## config.mk

```make
export PLATFORM = sky130hd
export DESIGN_NAME = solver_scheduler
export DESIGN_NICKNAME = d
export VERILOG_FILES = /design/src/rtl/solver_pkg.sv /design/src/rtl/rr_arbiter.sv /design/src/rtl/solver_scheduler.sv
export SDC_FILE = /design/constraint.sdc
export NUM_CORES = 1
export LEC_CHECK = 0
export BUFFER_PORTS_ARGS = -buffer_cell sky130_fd_sc_hd__buf_2
export CORE_MARGIN = 2
export CORE_UTILIZATION = 40
export CTS_CLUSTER_SIZE = 24
export DETAILED_ROUTE_END_ITERATION = 10
export GPL_TIMING_DRIVEN = 0
export MAX_ROUTING_LAYER = met4
export SYNTH_ARGS = -nofsm -noshare
export SYNTH_HDL_FRONTEND = slang
export SYNTH_HIERARCHICAL = 1
export SYNTH_SLANG_ARGS = --single-unit
```

## constraint.sdc

```tcl
create_clock -name clock -period 9.5 [get_ports clock]
set_input_delay 0.95 -clock clock [delete_from_list [all_inputs] [get_ports clock]]
set_output_delay 0.95 -clock clock [all_outputs]
set_load 0.01 [all_outputs]
```

## src/rtl/solver_pkg.sv

```systemverilog
// Shared definitions for the fractal solver scheduler and its arbiter.
package solver_pkg;
    localparam int          LIMB_INDEX_BITS = 6;
    localparam logic [15:0] ITER_COUNT_NONE = 16'hFFFF;

    typedef enum logic [1:0] {
        S_IDLE  = 2'd0,
        S_LOAD  = 2'd1,
        S_START = 2'd2
    } sched_state_t;
endpackage

```

## src/rtl/rr_arbiter.sv

```systemverilog
// Round-robin pick: first requester at or after ptr, wrapping (N is a power of 2).
module rr_arbiter #(
    parameter int N  = 4,
    parameter int IW = $clog2(N)
) (
    input  logic [N-1:0]  req,
    input  logic [IW-1:0] ptr,
    output logic [N-1:0]  grant,
    output logic [IW-1:0] grant_idx,
    output logic          any
);
    logic [IW-1:0] idx;

    always_comb begin
        grant     = '0;
        grant_idx = '0;
        any       = 1'b0;
        idx       = '0;
        for (int off = 0; off < N; off++) begin
            idx = ptr + IW'(off);
            if (!any && req[idx]) begin
                any        = 1'b1;
                grant_idx  = idx;
                grant[idx] = 1'b1;
            end
        end
    end
endmodule

```

## src/rtl/solver_scheduler.sv

```systemverilog
// Streams pixel jobs into free fractal solvers and returns their tagged
// iteration counts on a single round-robin arbitrated result stream.
module solver_scheduler #(
    parameter int NUM_SOLVERS     = 4,
    parameter int LIMB_INDEX_BITS = solver_pkg::LIMB_INDEX_BITS,
    parameter int LIMB_BITS       = 32,
    parameter int TAG_BITS        = 16
) (
    input  logic                       clock,
    input  logic                       reset_n,
    input  logic                       cfg_valid,
    output logic                       cfg_ready,
    input  logic [LIMB_INDEX_BITS-1:0] cfg_num_limbs,
    input  logic [15:0]                cfg_iter_lim,
    input  logic                       job_valid,
    output logic                       job_ready,
    input  logic [TAG_BITS-1:0]        job_tag,
    input  logic [LIMB_BITS-1:0]       job_data,
    output logic [NUM_SOLVERS-1:0]     slv_wr_en,
    output logic                       slv_wr_ind,
    output logic [LIMB_INDEX_BITS-1:0] slv_wr_limb,
    output logic [LIMB_BITS-1:0]       slv_wr_data,
    output logic                       slv_wr_num_limbs_en,
    output logic [LIMB_INDEX_BITS-1:0] slv_num_limbs_data,
    output logic                       slv_wr_iter_lim_en,
    output logic [15:0]                slv_iter_lim_data,
    output logic [NUM_SOLVERS-1:0]     slv_start,
    input  logic [NUM_SOLVERS-1:0]     slv_out_ready,
    input  logic [NUM_SOLVERS*16-1:0]  slv_iter_count,
    output logic                       res_valid,
    input  logic                       res_ready,
    output logic [TAG_BITS-1:0]        res_tag,
    output logic [15:0]                res_count,
    output logic [NUM_SOLVERS-1:0]     busy
);
    import solver_pkg::*;

    localparam int SW = $clog2(NUM_SOLVERS);
    localparam int BW = LIMB_INDEX_BITS + 1;

    sched_state_t               state;
    logic [LIMB_INDEX_BITS-1:0] num_limbs;
    logic [BW-1:0]              beat, wr_k, last_beat;
    logic [SW-1:0]              sel, rr_ptr, free_idx, wr_sel, grant_idx;
    logic                       free_any, arb_any, cfg_hs, job_hs, res_take, wr_hi;
    logic [LIMB_INDEX_BITS-1:0] wr_limb;
    logic [NUM_SOLVERS-1:0]     pending, grant, start_mask, clr_mask;
    logic [TAG_BITS-1:0]        tag_mem [NUM_SOLVERS];

    always_comb begin
        free_idx = '0;
        for (int i = NUM_SOLVERS - 1; i >= 0; i--)
            if (!busy[i]) free_idx = SW'(i);
    end

    assign free_any  = ~&busy;
    assign cfg_ready = (state == S_IDLE) && (busy == '0) && !res_valid;
    assign cfg_hs    = cfg_valid && cfg_ready;

    always_comb begin
        case (state)
            S_IDLE:  job_ready = (num_limbs != '0) && free_any && !cfg_valid;
            S_LOAD:  job_ready = 1'b1;
            default: job_ready = 1'b0;
        endcase
    end
    assign job_hs = job_valid && job_ready;

    // The first beat is accepted in S_IDLE and is always beat 0 of the job.
    assign wr_k      = (state == S_IDLE) ? '0 : beat;
    assign wr_sel    = (state == S_IDLE) ? free_idx : sel;
    assign wr_hi     = wr_k >= {1'b0, num_limbs};
    assign wr_limb   = wr_hi ? LIMB_INDEX_BITS'(wr_k - {1'b0, num_limbs})
                             : wr_k[LIMB_INDEX_BITS-1:0];
    assign last_beat = {num_limbs, 1'b0} - BW'(1);

    assign pending    = busy & slv_out_ready;
    assign res_take   = !res_valid || res_ready;
    assign start_mask = (state == S_START) ? (NUM_SOLVERS'(1) << sel) : '0;
    assign clr_mask   = res_take ? grant : '0;

    rr_arbiter #(.N(NUM_SOLVERS)) u_res_arb (
        .req       (pending),
        .ptr       (rr_ptr),
        .grant     (grant),
        .grant_idx (grant_idx),
        .any       (arb_any)
    );

    always_ff @(posedge clock or negedge reset_n) begin
        if (!reset_n) begin
            state               <= S_IDLE;
            num_limbs           <= '0;
            beat                <= '0;
            sel                 <= '0;
            rr_ptr              <= '0;
            busy                <= '0;
            for (int i = 0; i < NUM_SOLVERS; i++) tag_mem[i] <= '0;
            slv_wr_en           <= '0;
            slv_wr_ind          <= 1'b0;
            slv_wr_limb         <= '0;
            slv_wr_data         <= '0;
            slv_wr_num_limbs_en <= 1'b0;
            slv_num_limbs_data  <= '0;
            slv_wr_iter_lim_en  <= 1'b0;
            slv_iter_lim_data   <= '0;
            slv_start           <= '0;
            res_valid           <= 1'b0;
            res_tag             <= '0;
            res_count           <= '0;
        end else begin
            slv_wr_en           <= '0;
            slv_wr_num_limbs_en <= 1'b0;
            slv_wr_iter_lim_en  <= 1'b0;
            slv_start           <= start_mask;
            busy                <= (busy | start_mask) & ~clr_mask;

            if (job_hs) begin
                slv_wr_en   <= NUM_SOLVERS'(1) << wr_sel;
                slv_wr_ind  <= wr_hi;
                slv_wr_limb <= wr_limb;
                slv_wr_data <= job_data;
                beat        <= wr_k + BW'(1);
            end

            case (state)
                S_IDLE: begin
                    if (cfg_hs) begin
                        num_limbs           <= cfg_num_limbs;
                        slv_wr_num_limbs_en <= 1'b1;
                        slv_num_limbs_data  <= cfg_num_limbs;
                        slv_wr_iter_lim_en  <= 1'b1;
                        slv_iter_lim_data   <= cfg_iter_lim;
                    end else if (job_hs) begin
                        sel               <= free_idx;
                        tag_mem[free_idx] <= job_tag;
                        state             <= S_LOAD;
                    end
                end
                S_LOAD:  if (job_hs && beat == last_beat) state <= S_START;
                default: state <= S_IDLE;
            endcase

            if (res_take) begin
                res_valid <= arb_any;
                if (arb_any) begin
                    res_tag   <= tag_mem[grant_idx];
                    res_count <= slv_iter_count[grant_idx*16 +: 16];
                    rr_ptr    <= grant_idx + SW'(1);
                end
            end
        end
    end
endmodule

```

== After elaboration in Yosys (flattened, before gate mapping) ==
Cells that the tools add are included.
Storage, ports and cells
  bits in registers: 184
  bits in latches: 0
  memory bits (writable): 0
  memory bits (read-only): 0
  output and inout bits: 110
  word-level logic and storage cells: 139
  memories: 0
Cells by class
  $add $sub $neg: 7
  multiply operators: 0
  div/mod/pow operators: 0
  magnitude comparators: 12
  equal/unequal tests: 6
  shift-type cells: 3
  muxes and demuxes: 51
  bitwise logic cells: 10
  reductions and logical operators: 30
Operators with widths (count)
  $bwmux W64: 1
  $shiftx A64 B7 Y16: 1
  $mux W16: 3
  $bmux W16 S2: 1
  $demux W16 S2: 1
  $mux W4: 7
  $mux W2: 12
  $or A4 B4 Y4: 4
  $logic_and A1 B1 Y1: 15
  $mux W1: 14
  $lt A2 B3 Y1 const B: 4
  $and A4 B4 Y4: 2
  $bmux W1 S2: 4
  $demux W1 S2: 4
  $ge A2 B1 Y1 const B: 4
  $shl A1 B2 Y4 const A: 2
  $add A7 B1 Y7 const B: 1
  $eq A7 B7 Y1: 1
  $ge A7 B6 Y1: 1
  $mux W7: 1
  $sub A7 B1 Y7 const B: 1
  $ge A3 B3 Y1 const B: 2
  $logic_not A1 Y1: 6
  $mux W6: 1
  19 further kinds: 26

== Longest topological paths before layout ==
Gate-level depths: netlist of the first run.
  word-level depth: 17
  gate-level depth with buffers: 12
  depth with buffers taken out: 9

== Cells and area by module ==
The synthesis of the first run kept the hierarchy.
By module, submodules not included
  solver_scheduler: instances 1, cells an instance 652, area each 8523.2 µm², seq. area each 4604.4 µm²
  rr_arbiter: instances 1, cells an instance 45, area each 421.7 µm², seq. area each 0.0 µm²

== Worst setup path after synthesis of the first run ==
No wires, ideal clock.
  path kind: input port to flip-flop
  from: input slv_out_ready[2]
  to: register res_count[2]
  library setup time: 125 ps
  data arrival time: 3572 ps
  data required time: 9375 ps
  path slack: 5804 ps
  stages on the path: 10
  buffers on the path: 3
  path through: and2_1 mux4_2 buf_6 and2b_2 o21ai_0 o31ai_1 clkbuf_1 buf_2 mux4_2 mux2_2
On the way
  cells in the longest elaborated chain, start to end: 14
  elaborated cells between the ends (all ways): 25
  classes of those cells: shift: 1; mux: 16; bitwise: 1; reduce/logical: 7
Ends and longest elaborated chain
  start, declared: line solver_scheduler.sv:28  | input logic [NUM_SOLVERS-1:0] slv_out_ready,
  $and A4 B4 Y4 *: line solver_scheduler.sv:77  | assign pending = busy & slv_out_ready;
  $bmux W1 S2: line rr_arbiter.sv:21  | if (!any && req[idx]) begin
  $mux W1 (implied by the code): line rr_arbiter.sv:21
  $mux W1: line rr_arbiter.sv:21
  $logic_not A1 Y1: line rr_arbiter.sv:21
  $logic_and A1 B1 Y1: line rr_arbiter.sv:21
  $mux W1: line rr_arbiter.sv:21
  $logic_not A1 Y1: line rr_arbiter.sv:21
  $logic_and A1 B1 Y1: line rr_arbiter.sv:21
  $mux W1: line rr_arbiter.sv:21
  $logic_not A1 Y1: line rr_arbiter.sv:21
  $logic_and A1 B1 Y1: line rr_arbiter.sv:21
  $mux W2 *: line rr_arbiter.sv:21
  net grant_idx[0]: line solver_scheduler.sv:44  | logic [SW-1:0] sel, rr_ptr, free_idx, wr_sel, grant_idx;
  $shiftx A64 B7 Y16 *: line solver_scheduler.sv:148  | res_count <= slv_iter_count[grant_idx*16 +: 16];
  end signal, assigned: line solver_scheduler.sv:148
  end, declared: line solver_scheduler.sv:33  | output logic [15:0] res_count,
The timed path passes the listed nets; every way through them passes the cells marked *. The select of a mux whose other input is x is not followed.
A chain may end at the register's enable or synchronous reset.

== Worst setup path in the final report of the first run ==
  from: register rr_ptr[1]
  to: register res_tag[6]
On the way
  cells in the longest elaborated chain, start to end: 16
  elaborated cells between the ends (all ways): 30
  classes of those cells: add/sub: 3; mux: 19; bitwise: 1; reduce/logical: 7
Ends and longest elaborated chain
  start, declared: line solver_scheduler.sv:44
  start signal, assigned: line solver_scheduler.sv:149  | rr_ptr <= grant_idx + SW'(1);
  parallel branches: the longest is 11 deep, another holds $add A2 B1 Y2
  $mux W2 *: line rr_arbiter.sv:21
  net grant_idx[0]: line solver_scheduler.sv:44
  $not A2 Y3 (implied by the code) *: line solver_scheduler.sv:147  | res_tag <= tag_mem[grant_idx];
  $bmux W16 S2 *: line solver_scheduler.sv:147
  $mux W16 (implied by the code) * (2 in series): line solver_scheduler.sv:147
  end signal, assigned: line solver_scheduler.sv:147
  end, declared: line solver_scheduler.sv:32  | output logic [TAG_BITS-1:0] res_tag,
Mark *: on every way through the listed nets, which the timed path passes. The select of a mux whose other input is x is not followed.

==> reports/results.tsv, run 1 <==
metric	value	unit
CORE AREA	21900	um^2
top layer in use	met4	
Initial Utilization	40.9	%
number of global-route vias before repair	6508	
Slowest cell on crit path	clkbuf_1	
Worst EP required	9.81	ns
worst setup margin	5.50	ns
Yosys reg bits	184	
Setup TNS Final	0	ns
Synth area leaders	dfrtp_1 51%, mux2_2 11%, mux4_2 8.6%	
CP Launch Point	rr_ptr[1]	
crit end category	flop	
CTS root buf	clkbuf_16	
FF-to-FF End	res_tag[6]	
Crit path largest cell delay	0.58	ns
syn avg cell area	12.8	um^2
Pwr Density	321	nW/um^2
RSZ-0062 raised after global routing	false	
Tmin final	4.00	ns
Worst EP arrival	4.31	ns
die footprint	23600	um^2
met3 WL	1090	um
Setup Viol. Count Final	0	
CP max FO	10	
clock-pin slew on the worst setup and hold paths	0.08	ns
Synth Flop Type	dfrtp_1	
Sw Share	37.2	%
Mapped Nets	855	
area share of the largest cell type after synthesis	51.5	%
Final #Nets	1126	
Final Hold Slack	0.468	ns
vias after detailed routing	6382	
CP top delay family	buffers and inverters	
cts repair resizes	0	
Skew-Pair Late Insertion Delay	0.43	ns
Internal	0.00226	W
worst r2r src	rr_ptr[1]	
Post-synth EDFFs	0	
die height	154	um
area leader, netlist	dfrtp_1	
VDD IR max	0.140	mV
Hold Vio Cnt, Final	0	
Syn Std Cell Area	8940	um^2
status	finished, final reports clean	
Area Overhead vs Synth	25.0	%
worst setup path endpoint	res_tag[6]	
DRT antenna net count	0	
DR iter-0 viols	351	
total track usage	19.5	%
Final Util	51.1	%
Pre-antenna DRT Iters	4	
Worst path depth	11	
first-pass GRT wire length	35700	um
total power	0.00359	W
Final Max Slew Viols	0	
met2 routed WL	10500	um
clk_skew	0.0122	ns
Tightest Hold Check Type	in2async	
crit-path cells	inv_1, ha_1, mux4_2, buf_6, and2b_2, o21ai_0, o31ai_1, clkbuf_1, buf_2, mux4_2, mux2_2	
most numerous cell on the critical path	mux4_2	
CTS sink count	184	
worst reg-to-reg setup slack	5.50	ns
sequential cell area fraction in the yosys report	51.5	%
Startpoint Class	flop	
final cycle utilization of the critical path	42.1	%
largest net degree at the start of global routing	110	
Vias/cell	5.06	
worst slew pin tran	0.764	ns
total CTS buffers	17	
Net Switching	0.00133	W
ratio of cells with drive above 1 in the final layout	46.8	%
P_leak	5.49	nW
# hold bufs at CTS	0	
post-synthesis async set-or-reset flop share	100	%
IO Port Bufs	251	
worst slack at placement	5.09	ns
Remaining DRCs	0	
TritonCTS clock tree	done	
top-level port count	253	
setup bufs post-CTS	0	
Clk pwr share	20.1	%
worst setup path class	reg2reg	
Max-slew headroom	48.9	%
synth unique cells	62	
Reg2Reg Depth	11	
Die W	154	um
max-cap violation count	0	
Peak Freq	250	MHz
CP bufs+invs	4	
CTS max path bufs	2	
Seq pwr share	34.3	%
GP Congestion	0.844	
H-tree depth	4	
Cells after Synth	697	
row cnt	54	
M1 wire length	9970	um
final wirelength	21900	um
wire length per cell	17.3	um
post-detail-place hpwl	15800	um
global route total overflow	0	
power share of the combinational group	45.7	%
Syn. warnings	6	
initial antenna violation count	0	
==> cell usage in the layout, fill, tap and decap left out, types with 5 or more instances in the layout <==
cell | Yosys | final
clkbuf_1 | 15 | 16
nand2_1 | 117 | 117
nand2b_1 | 7 | 7
o21ai_0 | 33 | 33
ha_1 | 14 | 14
xnor2_1 | 10 | 10
mux2_4 | 22 | 22
nor3_1 | 7 | 7
mux4_2 | 34 | 34
and2_1 | 9 | 9
clkbuf_16 | 0 | 17
a22oi_1 | 8 | 8
buf_2 | 8 | 258
a21oi_1 | 14 | 14
mux2i_1 | 5 | 5
inv_1 | 16 | 16
mux2_2 | 89 | 89
nor2_1 | 23 | 23
dfrtp_1 | 184 | 184
buf_6 | 5 | 5
nand3_1 | 12 | 12
==> synth_stat cells (all sizes together), types with 2 or more instances <==
cell	number
mux2	113
nor3b	3
o21ai	33
a2111oi	2
nor3	10
inv	16
nand2	118
o31ai	4
dfrtp	184
mux2i	5
nand2b	7
nand3	13
nor2	23
a21oi	14
buf	17
a22oi	8
ha	14
o21a	3
and4	3
o211ai	2
xor2	2
and3	3
nor4bb	2
clkbuf	16
nor2b	3
mux4	36
a31oi	3
nor4b	2
o22a	2
and2	9
xnor2	10
==> logic make-up after synthesis <==
kind of cell / count (synthesis) / synth area share (%)
mux: 154 / 24.9
simple gates: 202 / 11.2
buf+inv: 49 / 3.05
xor+xnor: 12 / 1.17
flops: 184 / 51.5
compound gates: 81 / 6.06
fa+ha+maj: 15 / 2.18
==> registers in the layout (all words and copies together) (netlist names), 6 cells and up <==
| name | flops |
|---|---|
| res_count | 16 |
| beat | 7 |
| slv_iter_lim_data | 16 |
| res_tag | 16 |
| num_limbs | 6 |
| slv_wr_data | 32 |
| tag_mem | 64 |
| slv_wr_limb | 6 |
==> through the flow <==
step	cells	instance area [um^2]
after global routing	1261	11200
final	1262	11200
after global placement	1228	10600
after floorplan	697	8940
after detailed placement	1229	10600
after CTS	1261	11200
==> layer usage <==
metal  global-route usage, %  vias up
met1                    26.2     3151
li1                        -     3038
met5                       -        -
met2                    30.4      169
met3                    3.95       24
met4                    5.33        0
==> worst min-delay path by stage <==
stage                    from                    to  slack, ns  depth (start not counted)
2_1_floorplan     tag_mem[51]           tag_mem[51]       0.45                          1
6_report              reset_n  slv_iter_lim_data[1]       0.47                          1
5_1_grt               reset_n          num_limbs[4]       0.50                          1
4_1_cts        slv_wr_data[0]        slv_wr_data[0]       0.48                          2
3_5_place_dp   slv_wr_data[0]        slv_wr_data[0]       0.46                          2
3_3_place_gp   slv_wr_data[1]        slv_wr_data[1]       0.45                          2
==> area by class of cell <==
class                           instances  area (um^2)
Antenna cell                            1         2.50
Clock inverter                         14          163
Buffer                                 33          213
Clock buffer                           18          429
Inverter                               16         60.1
Tap cell                              280          350
Timing Repair Buffer                  252         1290
Multi-Input combinational cell        464         4070
Fill cell                            1982        10700
Sequential cell                       184         4600
==> power by group through the flow <==
| stage | Clock, W | Combinational [W] | Sequential (W) |
|---|---|---|---|
| after floorplan | 0 | 0.00109 | 0.00129 |
| after global placement | 0 | 0.00163 | 0.00124 |
| after detailed placement | 0 | 0.00165 | 0.00124 |
| after CTS | 0.000740 | 0.00166 | 0.00123 |
| after global routing | 0.000772 | 0.00182 | 0.00127 |
| final | 0.000720 | 0.00164 | 0.00123 |
Power figures use the tool's default switching activity.
==> run 2, diff against run 1 <==
==> constraint.sdc (replaced) <==
create_clock -name clock -period 3.85 [get_ports clock]
set_input_delay 0.385 -clock clock [delete_from_list [all_inputs] [get_ports clock]]
set_output_delay 0.385 -clock clock [all_outputs]
set_load 0.01 [all_outputs]
==> run 2 against run 1 <==
Compared with the run above: cell count barely moved; flip-flop and latch count did not move; worst hold slack got worse by 0.33 ns; combinational power rose by 150%; total power rose by 150%; via count fell by 0.30%; clock skew rose by 0.0014 ns; clock-buffer cell count did not move; routed wire length barely moved; largest cell class unchanged.
==> reports/results.tsv, run 2 (synthesis results as in run 1) <==
metric	value	unit
status	finished, final reports clean	
Final Max Slew Viols	0	
GP Congestion	0.844	
Seq pwr share	34.2	%
Fillers	1979	
vias after detailed routing	6363	
wire length per cell	17.3	um
post-detail-place hpwl	15800	um
CTS root buf	clkbuf_16	
Vias/cell	5.05	
Setup Viol. Count Final	0	
Internal	0.00558	W
crit end category	flop	
final wirelength	21900	um
Skew-Pair Late Insertion Delay	0.43	ns
number of global-route vias before repair	6513	
Sw Share	37.1	%
DR iter-0 viols	375	
Net Switching	0.00329	W
Initial Utilization	40.9	%
die footprint	23600	um^2
die height	154	um
Reg with most FFs	tag_mem	
max reg flops	64	
ratio of cells with drive above 1 in the final layout	47.2	%
initial antenna violation count	0	
IO Port Bufs	251	
Final Cell Area	11200	um^2
power share of the combinational group	45.7	%
Die W	154	um
RSZ-0062 raised after global routing	false	
dpl cells	1229	
Pre-antenna DRT Iters	4	
clock-pin slew on the worst setup and hold paths	0.07	ns
Diodes inserted	0	
Peak Freq	286	MHz
worst slew pin tran	0.749	ns
total track usage	19.5	%
row cnt	54	
CTS sink count	184	
VDD IR max	0.350	mV
Remaining DRCs	0	
Worst EP required	4.17	ns
TritonCTS clock tree	done	
total CTS buffers	17	
Area Overhead vs Synth	25.2	%
DRT antenna net count	0	
final cycle utilization of the critical path	90.9	%
worst setup path class	reg2reg	
P_leak	5.51	nW
CTS max path bufs	2	
Tightest Hold Check Type	in2reg	
clk_skew	0.0136	ns
Startpoint Class	flop	
max-cap violation count	0	
Tmin final	3.50	ns
placed instance area	10600	um^2
total power	0.00887	W
Worst EP arrival	3.82	ns
largest net degree at the start of global routing	110	
commonest non-fill, non-tap cell in the layout	buf_2	
Post-Layout Cell Count	1261	
biggest regs	tag_mem (64), slv_wr_data (32)	
most frequent cells in the layout	255 x buf_2, 184 x dfrtp_1, 117 x nand2_1	
H-tree depth	4	
CP max FO	10	
CORE AREA	21900	um^2
Pwr Density	792	nW/um^2
Max-slew headroom	50.0	%
Final #Nets	1126	
top-level port count	253	
global route total overflow	0	
Hold Vio Cnt, Final	0	
Clk pwr share	20.0	%
first-pass GRT wire length	35700	um
run 2: worst paths after layout:
check,slack (ns),end,from,depth (start not counted)
setup / recovery,0.35,res_tag[10],rr_ptr[1],11
hold / removal,0.14,slv_wr_data[22],job_data[22],3
setup reg to reg,0.35,res_tag[10],rr_ptr[1],11
hold reg to reg,0.47,slv_wr_data[24],slv_wr_data[24],2
max in group asynchronous,2.37,tag_mem[54],reset_n,3
min in group asynchronous,0.50,slv_iter_lim_data[1],reset_n,2
run 2: routing by layer:
| layer | wire length, um | share of wire, % | track usage, % |
|---|---|---|---|
| met4 | 276 | 1.3 | 5.33 |
| met1 | 9900 | 45 | 26.2 |
| met5 | 0 | 0 | - |
| met3 | 1160 | 5.3 | 3.95 |
| met2 | 10500 | 48 | 30.5 |
run 2: power by group through the flow:
stage | registers (W) | logic (W) | clock network (W)
2_1_floorplan | 0.00317 | 0.00270 | 0
3_5_place_dp | 0.00307 | 0.00408 | 0
4_1_cts | 0.00304 | 0.00410 | 0.00183
5_1_grt | 0.00313 | 0.00449 | 0.00191
6_report | 0.00303 | 0.00406 | 0.00178
3_3_place_gp | 0.00306 | 0.00402 | 0
run 2: layout make-up:
cell class,instances,area (um^2),share of cell area [%]
repair buffers,253,1300,11.6
flip-flops and latches,184,4600,41.1
multi-input cells,464,4070,36.3
clock inverters,14,163,1.45
inverters,16,60.1,0.536
plain buffers,32,224,2.00
clock buffers,18,429,3.83
well taps,280,350,3.13
run 2: timing repair:
| item | 4_1_cts | 5_1_grt |
|---|---|---|
| resized for setup | 3 | 8 |
| hold endpoints to repair | 75 | 0 |
| hold buffers | 1 | 0 |
| setup endpoints to repair | 28 | 29 |
| buffers inserted | 0 | 0 |
run 2: worst max-delay path, cell delays in order, from the launching register on:
cell	delay, ns
dfrtp_1	0.51
inv_1	0.15
ha_1	0.38
mux4_2	0.33
buf_6	0.16
and2b_2	0.25
o21ai_0	0.08
o31ai_1	0.09
clkbuf_4	0.31
clkbuf_4	0.31
mux4_2	0.54
mux2_2	0.27
run 2: metrics by stage:
step	utilization, %	hold WS, ns	setup slack (ns)	setup TNS (ns)
floorplan	-	0.0894	0.505	0
global placement	48.2	0.453	-0.725	-132.93
detailed placement	48.4	0.394	-0.181	-3.68
CTS	51.1	0.119	0.0719	0
global route	51.2	0.118	0.0628	0
finish	51.2	0.138	0.350	0
